===== config.mk =====
export PLATFORM = sky130hd
export DESIGN_NAME = mem_stage
export DESIGN_NICKNAME = d
export VERILOG_FILES = /design/src/rtl/mem_stage.sv
export SDC_FILE = /design/constraint.sdc
export NUM_CORES = 1
export LEC_CHECK = 0
export BUFFER_PORTS_ARGS = -buffer_cell sky130_fd_sc_hd__clkbuf_2
export CORE_AREA = 2 2 188 190
export CTS_CLUSTER_DIAMETER = 120
export CTS_CLUSTER_SIZE = 12
export DETAILED_ROUTE_END_ITERATION = 12
export DIE_AREA = 0 0 190 192
export GPL_TIMING_DRIVEN = 0
export HOLD_SLACK_MARGIN = 0.06
export PLACE_DENSITY = 0.6
export SYNTH_ARGS = -nofsm -noshare
export SYNTH_HDL_FRONTEND = slang
export SYNTH_SLANG_ARGS = --single-unit

===== constraint.sdc =====
create_clock -name clk -period 1.85 [get_ports clk]
set_input_delay 0.185 -clock clk [delete_from_list [all_inputs] [get_ports clk]]
set_output_delay 0.185 -clock clk [all_outputs]
set_load 0.05 [all_outputs]

===== src/rtl/mem_stage.sv =====
// Memory stage of the five-stage MIPS pipeline.
// Holds the E/M pipeline register, drives the data bus with a
// request/ready handshake, builds store byte enables and write data,
// aligns and extends load data, and flags misaligned accesses.
// The pipeline stalls until the bus answers. A flush input abandons
// any access that is in flight.

module mem_stage (
    input  logic        clk,
    input  logic        reset,
    input  logic        Req,
    input  logic [3:0]  memOp_E_o,
    input  logic [31:0] result_E_o,
    input  logic [31:0] rt_E_o,
    input  logic [31:0] md_E_o,
    input  logic [31:0] PCn_E_o,
    input  logic [31:0] OP_E_o,
    input  logic        regWrite_E_o,
    input  logic [4:0]  A3_E_o,
    output logic        m_req,
    output logic        m_we,
    output logic [31:0] m_addr,
    output logic [31:0] m_wdata,
    output logic [3:0]  m_byteen,
    input  logic        m_ready,
    input  logic [31:0] m_rdata,
    output logic [31:0] memory_M_o,
    output logic [31:0] result_M_o,
    output logic [31:0] md_M_o,
    output logic [31:0] PCn_M_o,
    output logic [31:0] OP_M_o,
    output logic        regWrite_M_o,
    output logic [4:0]  A3_M_o,
    output logic [4:0]  excCode_M,
    output logic        M_stall,
    output logic [31:0] M_forward,
    output logic        M_regWrite,
    output logic [4:0]  M_A3
);

    // Memory operation encoding carried down from decode.
    typedef enum logic [3:0] {
        OP_NONE = 4'd0,
        OP_LW   = 4'd1,
        OP_LH   = 4'd2,
        OP_LHU  = 4'd3,
        OP_LB   = 4'd4,
        OP_LBU  = 4'd5,
        OP_SW   = 4'd6,
        OP_SH   = 4'd7,
        OP_SB   = 4'd8
    } memOp_t;

    localparam logic [4:0] EXC_NONE = 5'd0;
    localparam logic [4:0] EXC_ADEL = 5'd4;
    localparam logic [4:0] EXC_ADES = 5'd5;

    // Pipeline register contents.
    logic [3:0]  r_memOp;
    logic [31:0] r_result;
    logic [31:0] r_rt;
    logic [31:0] r_md;
    logic [31:0] r_PCn;
    logic [31:0] r_OP;
    logic [4:0]  r_A3;
    logic        r_regWrite;
    logic        r_done;
    logic [31:0] r_rdata;

    // Decode results.
    logic        w_isLoad;
    logic        w_isStore;
    logic        w_misaligned;
    logic        w_exc;
    logic        w_access;
    logic [3:0]  w_byteen;
    logic [31:0] w_wdata;
    logic [31:0] w_loadData;
    logic [7:0]  w_byte;
    logic [15:0] w_half;

    // Classify the held operation and test its address alignment.
    always_comb begin
        w_isLoad     = 1'b0;
        w_isStore    = 1'b0;
        w_misaligned = 1'b0;
        case (r_memOp)
            OP_LW: begin
                w_isLoad     = 1'b1;
                w_misaligned = (r_result[1:0] != 2'b00);
            end
            OP_LH, OP_LHU: begin
                w_isLoad     = 1'b1;
                w_misaligned = r_result[0];
            end
            OP_LB, OP_LBU: begin
                w_isLoad     = 1'b1;
            end
            OP_SW: begin
                w_isStore    = 1'b1;
                w_misaligned = (r_result[1:0] != 2'b00);
            end
            OP_SH: begin
                w_isStore    = 1'b1;
                w_misaligned = r_result[0];
            end
            OP_SB: begin
                w_isStore    = 1'b1;
            end
            default: begin
                w_isLoad     = 1'b0;
                w_isStore    = 1'b0;
                w_misaligned = 1'b0;
            end
        endcase
    end

    // A faulting access never reaches the bus.
    // A finished access drops its request, which ends the stall.
    assign w_exc    = (w_isLoad | w_isStore) & w_misaligned;
    assign w_access = (w_isLoad | w_isStore) & ~w_exc & ~r_done;

    // Store lane enables and replicated write data for the addressed lane(s).
    always_comb begin
        w_byteen = 4'b0000;
        w_wdata  = r_rt;
        case (r_memOp)
            OP_SW: begin
                w_byteen = 4'b1111;
                w_wdata  = r_rt;
            end
            OP_SH: begin
                w_byteen = r_result[1] ? 4'b1100 : 4'b0011;
                w_wdata  = {2{r_rt[15:0]}};
            end
            OP_SB: begin
                w_byteen = 4'b0001 << r_result[1:0];
                w_wdata  = {4{r_rt[7:0]}};
            end
            default: begin
                w_byteen = 4'b0000;
                w_wdata  = r_rt;
            end
        endcase
    end

    // Pick the addressed byte/halfword out of the captured word and extend it.
    always_comb begin
        w_half = r_result[1] ? r_rdata[31:16] : r_rdata[15:0];
        case (r_result[1:0])
            2'd0:    w_byte = r_rdata[7:0];
            2'd1:    w_byte = r_rdata[15:8];
            2'd2:    w_byte = r_rdata[23:16];
            default: w_byte = r_rdata[31:24];
        endcase
        w_loadData = 32'd0;
        if (!w_exc) begin
            case (r_memOp)
                OP_LW:   w_loadData = r_rdata;
                OP_LH:   w_loadData = {{16{w_half[15]}}, w_half};
                OP_LHU:  w_loadData = {16'd0, w_half};
                OP_LB:   w_loadData = {{24{w_byte[7]}}, w_byte};
                OP_LBU:  w_loadData = {24'd0, w_byte};
                default: w_loadData = 32'd0;
            endcase
        end
    end

    // E/M register.
    // A flush clears it.
    // A stall holds it while the bus answer is captured.
    // Otherwise the next instruction is loaded.
    always_ff @(posedge clk or negedge reset) begin
        if (!reset) begin
            r_memOp    <= 4'd0;
            r_result   <= 32'd0;
            r_rt       <= 32'd0;
            r_md       <= 32'd0;
            r_PCn      <= 32'd0;
            r_OP       <= 32'd0;
            r_A3       <= 5'd0;
            r_regWrite <= 1'b0;
            r_done     <= 1'b0;
            r_rdata    <= 32'd0;
        end else if (Req) begin
            r_memOp    <= 4'd0;
            r_result   <= 32'd0;
            r_rt       <= 32'd0;
            r_md       <= 32'd0;
            r_PCn      <= 32'd0;
            r_OP       <= 32'd0;
            r_A3       <= 5'd0;
            r_regWrite <= 1'b0;
            r_done     <= 1'b0;
            r_rdata    <= 32'd0;
        end else if (w_access) begin
            if (m_ready) begin
                r_done  <= 1'b1;
                r_rdata <= m_rdata;
            end
        end else begin
            r_memOp    <= memOp_E_o;
            r_result   <= result_E_o;
            r_rt       <= rt_E_o;
            r_md       <= md_E_o;
            r_PCn      <= PCn_E_o;
            r_OP       <= OP_E_o;
            r_A3       <= A3_E_o;
            r_regWrite <= regWrite_E_o;
            r_done     <= 1'b0;
        end
    end

    // Data bus request.
    assign m_req    = w_access;
    assign m_we     = w_access & w_isStore;
    assign m_addr   = w_access ? {r_result[31:2], 2'b00} : 32'd0;
    assign m_byteen = w_access ? w_byteen : 4'b0000;
    assign m_wdata  = w_access ? w_wdata : 32'd0;

    assign M_stall  = w_access;

    // Toward W a waiting instruction is presented as a bubble.
    // A faulting instruction never writes its destination.
    assign memory_M_o   = w_access ? 32'd0 : w_loadData;
    assign result_M_o   = w_access ? 32'd0 : r_result;
    assign md_M_o       = w_access ? 32'd0 : r_md;
    assign PCn_M_o      = w_access ? 32'd0 : r_PCn;
    assign OP_M_o       = w_access ? 32'd0 : r_OP;
    assign regWrite_M_o = w_access ? 1'b0 : (r_regWrite & ~w_exc);
    assign A3_M_o       = w_access ? 5'd0 : r_A3;
    assign excCode_M    = ~w_exc ? EXC_NONE : (w_isLoad ? EXC_ADEL : EXC_ADES);

    // Forwarding taps.
    // These are never bubbled, because the hazard unit already stalls on a load in M.
    assign M_forward  = r_result;
    assign M_regWrite = r_regWrite;
    assign M_A3       = r_A3;

endmodule


==> metrics <==
status finished, violations left; failing checks negative setup slack; crit-path cells buf_6 > buf_4 > a21oi_2 > o311ai_2 > buf_6 > nand2_8 > buf_16 > clkinvlp_4 > buf_6 > clkbuf_16; cell repeated most along the worst path buf_6; CP Class flop to primary output; DIE HEIGHT 192 um; clock sink count 203; core area 34,300 um^2; total CTS buffers 20; FMAX 369 MHz; CP Buf/Inv Count 7; count of state elements after synthesis 203; root buf cell clkbuf_16; DIE WIDTH 190 um; final hold vios 0; WP data arrival 2530 ps; met2 GRT Util 0.542; Synth-to-Final Area Change 110%; Inst Count DP 2,293; worst min path class primary input to asynchronous set/reset pin; via count 14,500; Port Buffers 478; crit-path max cell delay 390 ps; initial antenna violation count 2; die area 36,500 um^2; # rows 68; largest net degree at the start of global routing 96; Non-Filler Instances 2,620; ys flop type dfrtp_1; Ys Warns 0; busiest layer in global routing met2; share of cells above drive strength 1 0.536; post-synthesis cell count 1,354; drt wl/cell 22.9 um; CP Data Required Time 1660 ps; met1 GRT Util 0.388; EDFF count, synth 0; Pre-Repair DR Iteration Count 7; cell depth of the worst setup path 10; cells on worst reg2reg path 10; Final ANT Viol Nets 0; pre-CTS setup slack -1220 ps; Period Utilization, post-route 1.47; Least-Margin Pin Slew 955 ps; Reg clk slew, reported paths 70 ps; share of synthesized flip-flops with an asynchronous set or reset 1.00; worst-path fanout max 8; Avg Inst Size Synth 8.31 um^2; DP HPWL 38,100 um; vias in the first global route 15,000; CTS max path bufs 3; Overflow after GRT 0; total global-route track usage 0.313; count of different cell masters after synthesis 49; Mapped Area 11,300 um^2; fill count 2,365; mean number of vias per cell 5.53; GRT met3 Usage 0.0607; Starting Density 0.328; Slew HR 0.363; routed wire length 60,100 um; htree depth 1; RSZ-0062 raised after global routing true; most common cell after layout, fill and taps aside clkbuf_2; commonest non-fill, non-tap cells in the layout clkbuf_2, dlygate4sd3_1, dfrtp_1; multi-input logic area 7370 um^2; CP Launch Type flop; Ports 486; Skew-Pair Late Insertion Delay 520 ps; Seq/Total Area, Yosys 0.451; Register Area 5080 um^2; Crit path max-delay family buffers and inverters; Final setup viols 438; number of nets in the layout 2,368; fin worst setup slack -864 ps; GPL Wtd Cong 0.927; CTS tree built; CP Capture Type primary output; pins over their slew limit 0; Iteration-0 DRC Markers 1,029; Worst Skew 11.3 ps; Tmin final 2710 ps; first-pass GRT wire length 88,500 um; Critical-path top delay cell dfrtp_1; drt drc 0; Setup TNS Final -234,140 ps; max cap viols 0
-- kinds of logic (layout without fill, tap and decap cells) --
family / after synthesis / count (layout) / synth area share
muxes: 10 / 10 / 0.0180
and+or+nand+nor: 450 / 450 / 0.217
AOI/OAI and AO/OA: 488 / 488 / 0.227
other: 1 / 7 / 0.000333
DFF: 203 / 203 / 0.451
buffers and inverters: 202 / 1007 / 0.0856
-- per-layer routing --
metal,vias up,wire length (um)
li1,6379,-
met1,7213,23200
met2,743,30200
met3,165,4240
met4,0,2400
met5,-,0
-- cell type report --
type	instances	share of cell area
well taps	455	0.0241
diodes	2	0.000211
plain buffers	155	0.0614
clock buffers	23	0.0225
flip-flops and latches	203	0.215
multi-input cells	953	0.311
repair buffers	786	0.353
inverters	43	0.0133
-- stage by stage --
stage,util,hold WS [ps],area (um^2)
5_1_grt,0.690,182,23700
4_1_cts,0.661,154,22600
3_5_place_dp,0.456,122,15600
3_3_place_gp,0.454,426,15600
2_1_floorplan,-,-111,12600
6_report,0.690,144,23700
-- state kept, by name, summed over array words and instances (netlist names) --
register	count
M_A3	5
M_forward	32
M_regWrite	1
r_OP	32
r_PCn	32
r_done	1
r_md	32
r_memOp	4
r_rdata	32
r_rt	32
-- cells in the mapped netlist (all sizes together) (2+ instances only) --
library cell	instances	area [um^2]
a21oi	247	1240
a222oi	7	70.1
a22oi	8	60.1
a31oi	9	56.3
and2	133	832
buf	65	448
clkbuf	94	354
dfrtp	203	5080
inv	43	161
mux2	2	22.5
mux4	8	180
nand2	75	289
nand2b	4	25.0
nand3	170	851
nand3b	2	15.0
nand4	32	200
nor2	19	76.3
nor2b	3	18.8
nor3	3	15.0
nor4b	2	47.6
o21ai	206	1040
o32ai	2	17.5
-- repair_timing --
item / in CTS / in global routing
endpoints found under the hold margin: 310 / 0
setup endpoints to repair: 440 / 440
setup buffers: 57 / 29
cloned: 17 / 3
hold buffers: 204 / 0
pin swaps: 93 / 80
gates resized for setup: 873 / 319
-- path summary, 6_finish.rpt --
path | from | end | slack [ps]
max in group asynchronous | reset | r_PCn[26] | 520
worst min-delay path | reset | r_rt[21] | 140
min in group clk | Req | M_forward[0] | 240
worst max-delay path | r_memOp[2] | m_req | -860
worst min register to register | r_OP[13] | r_OP[13] | 550
worst max register to register | M_forward[0] | r_rt[12] | -370
Power is not shown: default switching activity piles up to over one toggle a cycle in this logic, so the estimate is an artifact.
